[config.mk]
export PLATFORM = sky130hd
export DESIGN_NAME = global_ldst_burst_sched
export DESIGN_NICKNAME = d
export VERILOG_FILES = /design/src/rtl/ara_pkg.sv /design/src/rtl/global_ldst_burst_calc.sv /design/src/rtl/global_ldst_burst_sched.sv
export SDC_FILE = /design/constraint.sdc
export NUM_CORES = 1
export LEC_CHECK = 0
export CAP_MARGIN = 10
export CORE_MARGIN = 2
export CORE_UTILIZATION = 30
export DETAILED_ROUTE_END_ITERATION = 8
export HOLD_SLACK_MARGIN = 0.1
export SYNTH_ARGS = -nofsm -noshare
export SYNTH_HDL_FRONTEND = slang
export SYNTH_SLANG_ARGS = --single-unit
[constraint.sdc]
create_clock -name clk_i -period 8.7 [get_ports clk_i]
set_input_delay 0.87 -clock clk_i [delete_from_list [all_inputs] [get_ports clk_i]]
set_output_delay 0.87 -clock clk_i [all_outputs]
set_load 0.05 [all_outputs]
[src/rtl/ara_pkg.sv]
// Shared constants and burst descriptor type for the global load/store AXI path.
package ara_pkg;

  localparam int unsigned PageBytes     = 4096;
  localparam int unsigned PageOffWidth  = 12;
  localparam int unsigned AxiMaxBeats   = 256;
  localparam int unsigned DescAddrWidth = 64;
  localparam int unsigned AxiLenWidth   = 8;

  typedef struct packed {
    logic [DescAddrWidth-1:0] addr;
    logic [AxiLenWidth-1:0]   len;
    logic                     store;
    logic                     last;
  } burst_desc_t;

endpackage

[src/rtl/global_ldst_burst_calc.sv]
// Combinational burst sizing: clips the remaining bytes to the 4 KiB page and the
// beat cap, and derives the AXI len covering the (possibly unaligned) chunk.
module global_ldst_burst_calc
  import ara_pkg::*;
#(
  parameter int unsigned ByteCntWidth = 32,
  parameter int unsigned BeatBytes    = 64,
  parameter int unsigned MaxAxiBurst  = AxiMaxBeats
) (
  input  logic [PageOffWidth-1:0] page_off,
  input  logic [ByteCntWidth-1:0] remaining,
  output logic [ByteCntWidth-1:0] chunk,
  output logic [AxiLenWidth-1:0]  len,
  output logic                    last
);

  localparam int unsigned CalcWidth = ByteCntWidth + 1;
  localparam int unsigned OffWidth  = $clog2(BeatBytes);

  logic [CalcWidth-1:0] off;
  logic [CalcWidth-1:0] to_page;
  logic [CalcWidth-1:0] to_cap;
  logic [CalcWidth-1:0] rem_ext;
  logic [CalcWidth-1:0] chunk_ext;
  logic [CalcWidth-1:0] beats;

  always_comb begin
    off       = CalcWidth'(page_off[OffWidth-1:0]);
    to_page   = CalcWidth'(PageBytes) - CalcWidth'(page_off);
    to_cap    = CalcWidth'(MaxAxiBurst * BeatBytes) - off;
    rem_ext   = CalcWidth'(remaining);
    chunk_ext = rem_ext;
    if (to_page < chunk_ext) chunk_ext = to_page;
    if (to_cap < chunk_ext)  chunk_ext = to_cap;
    // Beats touched by [off, off+chunk), rounded up to whole beats.
    beats     = (off + chunk_ext + CalcWidth'(BeatBytes - 1)) >> OffWidth;
    chunk     = ByteCntWidth'(chunk_ext);
    len       = AxiLenWidth'(beats - CalcWidth'(1));
    last      = (chunk_ext == rem_ext);
  end

endmodule

[src/rtl/global_ldst_burst_sched.sv]
// Splits one vector memory request into page- and beat-cap-bounded AXI INCR bursts,
// limits outstanding bursts, and pulses done once every burst has completed.
module global_ldst_burst_sched
  import ara_pkg::*;
#(
  parameter int unsigned AxiAddrWidth   = 64,
  parameter int unsigned AxiDataWidth   = 512,
  parameter int unsigned ByteCntWidth   = 32,
  parameter int unsigned MaxOutstanding = 4,
  parameter int unsigned MaxAxiBurst    = AxiMaxBeats
) (
  input  logic                    clk_i,
  input  logic                    rst_i,
  input  logic                    req_valid_i,
  output logic                    req_ready_o,
  input  logic [AxiAddrWidth-1:0] req_addr_i,
  input  logic [ByteCntWidth-1:0] req_bytes_i,
  input  logic                    req_store_i,
  output logic                    burst_valid_o,
  input  logic                    burst_ready_i,
  output logic [AxiAddrWidth-1:0] burst_addr_o,
  output logic [7:0]              burst_len_o,
  output logic                    burst_store_o,
  output logic                    burst_last_o,
  input  logic                    rsp_done_i,
  output logic                    busy_o,
  output logic                    done_o
);

  localparam int unsigned BeatBytes = AxiDataWidth / 8;
  localparam int unsigned CntWidth  = $clog2(MaxOutstanding + 1);

  typedef enum logic [1:0] {IDLE, ISSUE, DRAIN} state_e;

  state_e                  state_q, state_d;
  logic [AxiAddrWidth-1:0] addr_q, addr_d;
  logic [ByteCntWidth-1:0] rem_q, rem_d;
  logic                    store_q, store_d;
  logic [CntWidth-1:0]     cnt_q, cnt_d;

  logic [ByteCntWidth-1:0] chunk;
  logic [AxiLenWidth-1:0]  len;
  logic                    last;
  logic                    issue_hs;
  logic                    rsp_take;
  burst_desc_t             desc;

  global_ldst_burst_calc #(
    .ByteCntWidth(ByteCntWidth),
    .BeatBytes   (BeatBytes),
    .MaxAxiBurst (MaxAxiBurst)
  ) i_calc (
    .page_off (addr_q[PageOffWidth-1:0]),
    .remaining(rem_q),
    .chunk    (chunk),
    .len      (len),
    .last     (last)
  );

  // Next-state, datapath update and outputs.
  always_comb begin
    state_d       = state_q;
    addr_d        = addr_q;
    rem_d         = rem_q;
    store_d       = store_q;
    cnt_d         = cnt_q;
    desc          = '0;
    done_o        = 1'b0;
    req_ready_o   = (state_q == IDLE);
    busy_o        = (state_q != IDLE);
    burst_valid_o = (state_q == ISSUE) && (cnt_q != CntWidth'(MaxOutstanding));
    issue_hs      = burst_valid_o && burst_ready_i;
    rsp_take      = rsp_done_i && (cnt_q != '0);

    unique case (state_q)
      IDLE: begin
        if (req_valid_i) begin
          addr_d  = req_addr_i;
          rem_d   = req_bytes_i;
          store_d = req_store_i;
          state_d = ISSUE;
        end
      end
      ISSUE: begin
        desc.addr  = DescAddrWidth'(addr_q);
        desc.len   = len;
        desc.store = store_q;
        desc.last  = last;
        if (issue_hs) begin
          addr_d = addr_q + AxiAddrWidth'(chunk);
          rem_d  = rem_q - chunk;
          if (last) state_d = DRAIN;
        end
      end
      DRAIN: begin
        if (cnt_q == '0) begin
          done_o  = 1'b1;
          state_d = IDLE;
        end
      end
      default: state_d = IDLE;
    endcase

    // A response with nothing outstanding is dropped so the count never wraps.
    if (issue_hs && !rsp_take)      cnt_d = cnt_q + CntWidth'(1);
    else if (rsp_take && !issue_hs) cnt_d = cnt_q - CntWidth'(1);

    burst_addr_o  = AxiAddrWidth'(desc.addr);
    burst_len_o   = desc.len;
    burst_store_o = desc.store;
    burst_last_o  = desc.last;
  end

  always_ff @(posedge clk_i or posedge rst_i) begin
    if (rst_i) begin
      state_q <= IDLE;
      addr_q  <= '0;
      rem_q   <= '0;
      store_q <= 1'b0;
      cnt_q   <= '0;
    end else begin
      state_q <= state_d;
      addr_q  <= addr_d;
      rem_q   <= rem_d;
      store_q <= store_d;
      cnt_q   <= cnt_d;
    end
  end

endmodule

==> summary.log <==
INFO  run_status     run_status=complete, no violations
INFO  floorplanning  core_region_area=34600squm
INFO  routing        antenna_left=0
INFO  timing         max_slew.worst_pin.slew=971ps
INFO  synth          synth-async-reset-ratio=1.00
INFO  timing         setup_viol=0
INFO  floorplanning  initial_core_utilization=0.305
INFO  critical_path  max_stage_delay=450ps
INFO  synth          synth_cell_type_count=83
INFO  synth          seq_area_frac_synth=0.242
INFO  grt            grt_antenna_before_repair=2
INFO  worst_hold_path holdCritStartpoint=store_q
INFO  clock_tree     tritoncts_clock_tree=yes
INFO  critical_path  regToRegEndpoint=rem_q[31]
INFO  critical_path  criticalPathCategory=reg -> out
INFO  clock_tree     cts_buf_count=9
INFO  synth          synth_area_leaders=sky130_fd_sc_hd__dfrtp_1, sky130_fd_sc_hd__ha_1, sky130_fd_sc_hd__a21oi_1, sky130_fd_sc_hd__nand2_1, sky130_fd_sc_hd__o21ai_0
INFO  final_layout   area_delta_synth_final=31.3%
INFO  clock_tree     cts_max_level=3
INFO  timing         slew_headroom=0.352
INFO  timing         hold_slack=487ps
INFO  grt            grt_pass1_vias=10900
INFO  timing         clock_skew=11.1ps
INFO  grt            global_route.overflow_total=0
INFO  worst_hold_path hold-path-endpoint=store_q
INFO  grt            grt_pass1_wl=59100microns
INFO  final_layout   final_layout_size_suffix_gt1_frac=0.105
INFO  clock_tree     clock_tree.root_cell=sky130_fd_sc_hd__clkbuf_16
INFO  synth          synth.avg_cell_area=7.72squm
INFO  grt            gr-usage-all-layers=0.205
INFO  synth          ffs_latches_synth=102
INFO  synth          synthXorXnorAreaFrac=0.0580
INFO  synth          synth-compound-area-share=0.266
INFO  critical_path  path_common_cell=sky130_fd_sc_hd__buf_4
INFO  final_layout   fillers=3530
INFO  synth          ys.flop_type=sky130_fd_sc_hd__dfrtp_1
INFO  critical_path  setup.reg_to_reg.worst_slack=770ps
INFO  placement      last_weighted_congestion_value_of_the_routability_driven_placer=0.942
INFO  synth          synth.area.mux_share=0.0191
INFO  timing         fin_max_slew_vios=0
INFO  floorplanning  floorplan.die_area=36700squm
INFO  placement      dp.final_hpwl=28600microns
INFO  critical_path  timing.critical_path.required=7830ps
INFO  clock_tree     hold_buffer_count_at_cts=0
INFO  synth          dominant_combinational_cell_family_by_area_after_synthesis=compound AO/OA/AOI/OAI gates
INFO  floorplanning  design.portCount=180
INFO  placement      count_of_buffers_inserted_at_the_top_level_ports=179
INFO  timing         timing.final.hold_violations=0
INFO  synth          synth_enable_flop_cells=0
INFO  floorplanning  die_x_extent=192microns
INFO  timing         worst_slack=376ps
INFO  critical_path  arrival=7450ps
INFO  synth          synth-simple-area-share=0.232
INFO  timing         timing.final.crit_period=8320ps
INFO  final_layout   final_common_cell=sky130_fd_sc_hd__clkdlybuf4s50_1
INFO  critical_path  cpMaxStageDelayCell=sky130_fd_sc_hd__dfrtp_2
INFO  placement      dpl_worst_slack=163ps
INFO  clock_tree     cts.clk_slew.worst_paths=80ps
INFO  critical_path  largest_fanout_on_the_critical_path=6
INFO  routing        drt_pre_antenna_iters=8
INFO  clock_tree     clock_latency=370ps
INFO  clock_tree     cts-root-to-sink-buffers=2
INFO  synth          mappedNetlistArea=10600squm
INFO  final_layout   design.final.nets=1809
INFO  synth          synthAdderAreaFrac=0.132
INFO  worst_hold_path worst_hold_path.num_cells=2
INFO  routing        postRouteWirelength=37500microns
INFO  critical_path  timing.critical_path.from_type=flop
INFO  floorplanning  rows=68
INFO  critical_path  cells_on_worst_reg2reg_path=36
INFO  timing         post-route-period-util=0.957
INFO  routing        drt_iter0_drc=682
INFO  routing        drc=0
INFO  critical_path  critPathCaptureType=output pin
INFO  synth          yosys_warnings=0
INFO  grt            grt_max_degree=90
INFO  critical_path  r2r-start=addr_q[4]
INFO  clock_tree     cts_sinks=102
INFO  floorplanning  fp.dieH=192microns
INFO  synth          yosysTopAreaCell=sky130_fd_sc_hd__dfrtp_1
INFO  timing         timing.fmax=0.120GHz
INFO  flow_run       drv.max_cap_violation_count=0
INFO  final_layout   most_used_cells_in_the_layout_excluding_fill_and_tap_cells=sky130_fd_sc_hd__clkdlybuf4s50_1, sky130_fd_sc_hd__a21oi_1, sky130_fd_sc_hd__nand2_1, sky130_fd_sc_hd__nor2_1, sky130_fd_sc_hd__ha_1
INFO  worst_hold_path timing.hold.worst.class=reg -> reg
INFO  synth          synth.top_cell.area_share=0.242
INFO  routing        wl_per_cell=18.2microns
INFO  routing        routed_via_density=5.30
INFO  routing        route.vias.total=10900
INFO  synth          gate_count_after_technology_mapping=1369
flip-flops by register name, indices dropped and copies added (netlist names):
| signal | count |
|---|---|
| addr_q | 64 |
| state_q | 2 |
| cnt_q | 3 |
| rem_q | 32 |
| store_q | 1 |
worst max-delay path: cells and delay by family (launching register included):
| kind | cells | cell delay (ps) |
|---|---|---|
| AO/OA/AOI/OAI | 14 | 2130 |
| buffers and inverters | 10 | 1310 |
| adder cells (fa/ha/maj) | 5 | 1470 |
| AND/OR/NAND/NOR | 8 | 1370 |
| multiplexers | 1 | 260 |
| flip-flops | 1 | 450 |
| XOR/XNOR | 1 | 110 |
logic make-up (layout without fill, tap and decap cells):
logic type / count (synthesis) / in the layout
xor gates and xnor gates: 70 / 70
muxes: 20 / 20
adders and majority gates: 110 / 110
DFF: 102 / 102
buffers and inverters: 137 / 335
other: 2 / 38
and+or+nand+nor: 491 / 491
AOI/OAI and AO/OA: 437 / 437
worst max-delay path by stage:
| stage | startpoint | end | slack [ps] | depth (start not counted) |
|---|---|---|---|---|
| final | addr_q[4] | burst_len_o[4] | 380 | 39 |
| after global placement | addr_q[4] | burst_len_o[6] | 360 | 35 |
| after floorplan | addr_q[4] | burst_len_o[6] | 160 | 34 |
| after CTS | addr_q[2] | burst_len_o[4] | 10 | 35 |
| after detailed placement | addr_q[4] | burst_len_o[4] | 160 | 35 |
| after global routing | addr_q[4] | burst_len_o[4] | -100 | 37 |
timing repair:
action | 4_1_cts | 5_1_grt
setup endpoints to repair | 3 | 9
pin swaps | 3 | 12
gates resized for setup | 6 | 40
setup buffers | 2 | 5
final cells by class:
type	count	area, sq um	area share
Clock inverter	5	58.8	0.00424
Multi-Input combinational cell	1165	7790	0.562
Clock buffer	11	243	0.0175
Sequential cell	102	2550	0.184
Tap cell	455	569	0.0410
Antenna cell	1	2.50	0.000180
Inverter	69	262	0.0188
Timing Repair Buffer	250	2390	0.172
cell usage after synthesis, types with 6 or more instances:
cell type and n:
sky130_fd_sc_hd__a21o_1 37, sky130_fd_sc_hd__a311oi_1 10, sky130_fd_sc_hd__a211oi_1 26, sky130_fd_sc_hd__a21oi_1 150, sky130_fd_sc_hd__xnor2_1 38, sky130_fd_sc_hd__o21a_1 6, sky130_fd_sc_hd__dfrtp_1 102, sky130_fd_sc_hd__ha_1 107
sky130_fd_sc_hd__and2_1 66, sky130_fd_sc_hd__a31oi_1 23, sky130_fd_sc_hd__nand4_1 23, sky130_fd_sc_hd__nor2_1 114, sky130_fd_sc_hd__o31ai_1 9, sky130_fd_sc_hd__nor4_1 9, sky130_fd_sc_hd__nand2_1 130, sky130_fd_sc_hd__nor3_1 26
sky130_fd_sc_hd__mux2i_1 19, sky130_fd_sc_hd__buf_1 9, sky130_fd_sc_hd__o21ai_0 88, sky130_fd_sc_hd__o21bai_1 11, sky130_fd_sc_hd__xor2_1 32, sky130_fd_sc_hd__or3_1 19, sky130_fd_sc_hd__nor2b_1 14, sky130_fd_sc_hd__and3_1 29
sky130_fd_sc_hd__o22a_1 6, sky130_fd_sc_hd__nand3_1 26, sky130_fd_sc_hd__nand2b_1 11, sky130_fd_sc_hd__o22ai_1 8, sky130_fd_sc_hd__inv_1 66, sky130_fd_sc_hd__clkbuf_1 55
layer usage:
metal / share of wire / GRT usage / vias up
li1: - / - / 5376
met1: 0.46 / 0.279 / 5152
met2: 0.45 / 0.326 / 324
met3: 0.064 / 0.0440 / 54
met4: 0.022 / 0.0607 / 4
met5: 0.00053 / 0 / -
per-stage QoR:
| stage | instances | TNS, ps | util | cell area [sq um] |
|---|---|---|---|---|
| final | 2058 | 0 | 0.401 | 13900 |
| after global routing | 2057 | -178 | 0.401 | 13900 |
| after CTS | 2052 | 0 | 0.396 | 13700 |
| after detailed placement | 2034 | 0 | 0.386 | 13400 |
| after global placement | 2034 | 0 | 0.386 | 13400 |
| after floorplan | 1404 | 0 | - | 10700 |
Power is left out: the tool's default activity adds up to more than one toggle a clock period on the data nets, which glitch-free logic cannot reach.
==> variant 1 (config.mk and constraints unchanged) <==
Change the parameter `AxiDataWidth` from 512 to 2048.
--- a/src/rtl/global_ldst_burst_sched.sv
+++ b/src/rtl/global_ldst_burst_sched.sv
@@ -5,5 +5,5 @@
 #(
   parameter int unsigned AxiAddrWidth   = 64,
-  parameter int unsigned AxiDataWidth   = 512,
+  parameter int unsigned AxiDataWidth   = 2048,
   parameter int unsigned ByteCntWidth   = 32,
   parameter int unsigned MaxOutstanding = 4,
Behaviour: not the same (Yosys sat finds a counterexample within 4 cycles, from zero or initial values and one cycle with rst_i high).
==> variant 1 against the unedited design <==
Synthesized cell count is essentially flat; critical path depth is the same; highest routed layer is now met4; global-route usage shrank 0.52 points; area after synthesis shrank 1.2%; setup slack lost 160 ps; wire length shrank 2.0%; final area grew 1.7%; sequential cell count is the same.
==> variant 1: results (changes against the unedited design) <==
| Metric | Value |
|---|---|
| Average vias per placed instance | `5.26 (-0.74%)` |
| Layout Nets | `1810 (+0.055%)` |
| Fraction of final layout cells sized beyond drive strength 1 | `11.8% (+1.3 points)` |
| Number of clock buffers inserted by TritonCTS | `9 (unchanged)` |
| Largest voltage drop on the vdd net | `465 uV` |
| Total Wirelength | `36.7 mm (-2.0%)` |
| Count of input and output buffers | `179 (unchanged)` |
| Max Root-Sink Buffers | `2 (unchanged)` |
| Worst Path Max Fanout | `7 (+1)` |
| Share of the yosys chip area belonging to registers | `24.4% (+0.29 points)` |
| Yosys warns | `0 (unchanged)` |
| Initial antenna violation count | `2 (unchanged)` |
| Global routing usage summed across all routing layers | `20.0% (-0.52 points)` |
| Violation count after the first detailed-route iteration | `642 (-5.9%)` |
| Total iterations of the first detailed-routing run | `5 (-3)` |
| Number of global-route vias before repair | `10600 (-2.4%)` |
| Clock transition at the registers of the reported paths | `about 90 ps` |
| Largest cells by area after synthesis | `sky130_fd_sc_hd__dfrtp_1 24%, sky130_fd_sc_hd__ha_1 13%, sky130_fd_sc_hd__a21oi_1 7.1%` |
| Largest registers | `addr_q (64), rem_q (32), cnt_q (3)` |
| Worst-margin pin slew | `1160 ps (+189 ps)` |
| Wire length on met2 | `17.8 mm (+5.4%)` |
| Outcome | `completed` |
| Path class of the lowest-slack min-delay path | `flop to flop` |
| Wire length of the first global-routing pass | `57.7 mm (-2.4%)` |
| Uppermost metal layer occupied by signal nets | `met4` |
| Clock Latency Late Sink | `380 ps` |
| Final GP Congestion | `0.851 (-9.7%)` |
| Slowest stage cell on the critical path | `sky130_fd_sc_hd__or4_4` |
| Clock root buffer | `sky130_fd_sc_hd__clkbuf_16` |
| Routed length on met3 | `1.74 mm (-28%)` |
| Post-route clock skew | `14.0 ps (+2.96 ps)` |
| Routed length on met1 | `16.6 mm (-4.5%)` |
| Slowest cell delay on critical path | `570 ps (+120 ps)` |
| Arrival time at the worst endpoint | `7610 ps (+160 ps)` |
| Largest net degree at the start of global routing | `77 (-14%)` |
| Leakage dissipation | `~6 nW` |
| Most common library cells after synthesis | `149 x sky130_fd_sc_hd__a21oi_1, 147 x sky130_fd_sc_hd__nand2_1, 128 x sky130_fd_sc_hd__nor2_1` |
| Cell area reported after detailed placement | `13100 um^2 (-2.1%)` |
| Synth unique cells | `79 (-4.8%)` |
| Fraction of registers with async set or reset after synthesis | `100% (unchanged)` |
| Post-DP HPWL | `26.9 mm (-6.1%)` |
| CTS HTree Levels | `3 (unchanged)` |
[variant 1: cell count changes after synthesis, moves of 14 or more]
cell | unedited run | this run
sky130_fd_sc_hd__nor2_1 | 114 | 128
sky130_fd_sc_hd__nand2_1 | 130 | 147
sky130_fd_sc_hd__xnor2_1 | 38 | 53
sky130_fd_sc_hd__inv_1 | 66 | 82
sky130_fd_sc_hd__o21ai_0 | 88 | 74
sky130_fd_sc_hd__xor2_1 | 32 | 15
[variant 1: worst paths after layout]
check / from / to / slack (ps) / cells after the start
setup / recovery: addr_q[3] / burst_len_o[4] / 220 / 39
hold / removal: cnt_q[2] / cnt_q[2] / 500 / 1
setup reg to reg: addr_q[3] / addr_q[38] / 610 / 36
hold reg to reg: cnt_q[2] / cnt_q[2] / 500 / 1
max in group asynchronous: rst_i / addr_q[0] / 6410 / 3
min in group asynchronous: rst_i / addr_q[33] / 880 / 2
[variant 1: power by group]
part / internal [W] / switching (W)
clock network: 0.000211 / 0.000234
registers: 0.000695 / 0.000245
logic: 0.00219 / 0.00298
total: 0.00310 / 0.00346
[variant 1: layer usage]
metal / vias up / track usage [%]
met5: - / 0
met4: 0 / 5.64
met3: 37 / 3.11
met2: 264 / 33.6
met1: 5182 / 26.5
li1: 5336 / -
[variant 1: metrics by stage]
stage	setup TNS (ps)	worst slack [ps]	std cells	util [%]
after floorplan	0	9.41	1399	-
after global placement	0	147	2004	38.1
after detailed placement	-39.5	-39.5	2004	38.1
after CTS	0	13.0	2033	39.7
after global routing	-560	-137	2056	41.1
final	0	217	2056	41.1
[variant 1: area by class of cell]
cell class / count / area (um^2)
clock inverters: 6 / 62.6
diodes: 2 / 5.00
flip-flops and latches: 102 / 2560
inverters: 87 / 340
multi-input cells: 1149 / 7940
clock buffers: 10 / 239
fillers: 3530 / 20300
well taps: 455 / 569
repair buffers: 245 / 2410
[variant 1: what timing repair did]
action | CTS | global route
resized for setup | 37 | 68
setup buffers | 12 | 22
gates cloned | 1 | 0
pin swaps | 10 | 31
endpoints found under the setup margin | 7 | 29
[variant 1: critical path: cells and delay by family, from the launching register on]
kind                     cells  cell delay (ps)
AND/OR/NAND/NOR             10             1950
flip-flops                   1              410
multiplexers                 1              230
XOR/XNOR                     2              280
AO/OA/AOI/OAI               13             2060
adder cells (fa/ha/maj)      5             1290
buffers and inverters        8             1000
[variant 1: kinds of logic (layout without fill, tap and decap cells)]
kind of cell,count (synthesis),after routing,share of synthesized area [%]
multiplexers,18,18,2.00
buffers and inverters,148,348,5.34
AND/OR/NAND/NOR,491,491,22.7
XOR/XNOR,68,68,5.70
adder cells (fa/ha/maj),114,114,13.9
other,2,35,0.0719
flip-flops,102,102,24.4
AO/OA/AOI/OAI,425,425,25.9
==> variant 2 (same flow settings) <==
Without the edit above. Re-encode `state_e` (3 states) as one-hot, 3 bits wide.
--- a/src/rtl/global_ldst_burst_sched.sv
+++ b/src/rtl/global_ldst_burst_sched.sv
@@ -31,5 +31,5 @@
   localparam int unsigned CntWidth  = $clog2(MaxOutstanding + 1);
 
-  typedef enum logic [1:0] {IDLE, ISSUE, DRAIN} state_e;
+  typedef enum logic [2:0] {IDLE = 3'b001, ISSUE = 3'b010, DRAIN = 3'b100} state_e;
 
   state_e                  state_q, state_d;
Check against the original RTL: same outputs for any inputs over 4 cycles, from zero or initial values and one cycle with rst_i high; so few cycles prove little.
==> variant 2 against the unedited design <==
Area after synthesis rose by 0.44%; wire length fell by 3.2%; first-iteration DRC count rose by 2.6%; setup slack got worse by 130 ps; final area fell by 2.1%; sequential cell count rose by 1; via count fell by 0.82%; critical path type unchanged; largest cell class unchanged; highest routed layer unchanged.
==> variant 2: results (changes against the unedited design) <==
| Metric | Value |
|---|---|
| X dimension of the die | `192 um (+0.21%)` |
| Final GP Congestion | `0.902 (-4.2%)` |
| Post-route clock skew | `19.1 ps (+8.01 ps)` |
| Worst setup path startpoint | `addr_q[4]` |
| Largest registers | `addr_q (64), rem_q (32)` |
| Routed WL per cell | `18.1 um (-0.81%)` |
| Reg-to-reg setup timing slack | `560 ps (-210 ps)` |
| Compound-cell area share of the yosys netlist | `25.8% (-0.75 points)` |
| Global routing usage summed across all routing layers | `19.6% (-0.95 points)` |
| Clk_buf instances | `10 (-1)` |
| Portion of the layout cell area used by clock cells | `2.14% (-0.037 points)` |
| Maximum operating frequency | `0.118 GHz (-1.6%)` |
| Critical register-to-register path endpoint | `rem_q[25]` |
| Share of the yosys chip area belonging to registers | `24.3% (+0.14 points)` |
| Met2 routing resource usage after global routing | `32.4% (-0.21 points)` |
| Layout Nets | `1761 (-2.7%)` |
| Met1 demand-to-capacity share in global routing | `26.5% (-1.4 points)` |
| Critical path destination | `burst_len_o[6]` |
| Worst Reg-to-Reg Cells | `34 (-5.6%)` |
| Arrival time at the worst endpoint | `7590 ps (+140 ps)` |
| Relative slew slack | `35.4% (+0.19 points)` |
| Total congestion overflow after global routing | `0 (unchanged)` |
| Multi-In Gates | `1150 (-1.3%)` |
| Most common library cells after synthesis | `146 x sky130_fd_sc_hd__a21oi_1, 141 x sky130_fd_sc_hd__nor2_1, 107 x sky130_fd_sc_hd__ha_1` |
| Setup slack at placement | `252 ps (+89.2 ps)` |
| Antenna diode instance count | `0 (-1)` |
| Synth Area in XOR/XNOR | `5.61% (-0.19 points)` |
| Area of all placed cells without fillers | `13600 um^2 (-2.1%)` |
| Cell area reported after detailed placement | `13100 um^2 (-2.2%)` |
| Largest net degree at the start of global routing | `108 (+20%)` |
| Number of fill cells in the layout | `3596 (+1.9%)` |
| Worst hold margin | `475 ps (-11.7 ps)` |
| Fraction of final layout cells sized beyond drive strength 1 | `7.66% (-2.9 points)` |
| Fraction of synthesized area in multiplexers | `2.79% (+0.89 points)` |
| Violation count after the first detailed-route iteration | `700 (+2.6%)` |
| Worst Path Max Fanout | `8 (+2)` |
| Outcome | `completed` |
| Sink Count | `103 (+0.98%)` |
| Synth unique cells | `88 (+6.0%)` |
| Number of non-clock inverters in the layout | `83 (+20%)` |
| Area taken by multi-input logic gates | `7770 um^2 (-0.32%)` |
| Number of global-route vias before repair | `10652 (-2.0%)` |
| Register area | `2580 um^2 (+1.1%)` |
| Met3 usage | `2.80% (-1.6 points)` |
| Total iterations of the first detailed-routing run | `5 (-3)` |
| Average vias per placed instance | `5.39 (+1.6%)` |
| Largest cells by area after synthesis | `sky130_fd_sc_hd__dfrtp_1 24%, sky130_fd_sc_hd__ha_1 13%, sky130_fd_sc_hd__a21oi_1 6.9%` |
| Number of signal-net buffers in the layout | `202 (-19%)` |
| Initial antenna violation count | `1 (-1)` |
| Wire length of the first global-routing pass | `57.0 mm (-3.7%)` |
variant 2: cell types whose count changed after synthesis, sizes merged, moves of 7 or more:
cell    before  now
o21a         6   13
xnor2       38   47
xor2        32   21
nor2b       14    6
inv         69   83
o21ai       95   77
nand2      131  100
clkbuf      55   42
nor2       116  144
or3         19    7
variant 2: routing by layer:
| metal | wire, um | vias to the layer above |
|---|---|---|
| li1 | - | 5226 |
| met2 | 16900 | 355 |
| met5 | 16 | - |
| met4 | 826 | 2 |
| met3 | 2040 | 49 |
| met1 | 16500 | 5189 |
variant 2: timing repair:
action,CTS,global route
endpoints found under the setup margin,5,16
pin swaps,2,11
gates resized for setup,5,33
setup buffers,4,3
variant 2: stage by stage:
step | instances | TNS, ps | power (W)
final | 2009 | 0 | 0.00572
after detailed placement | 1986 | 0 | 0.00508
after global routing | 2009 | -337 | 0.00622
after floorplan | 1394 | 0 | 0.00400
after CTS | 2006 | 0 | 0.00557
after global placement | 1986 | 0 | 0.00505
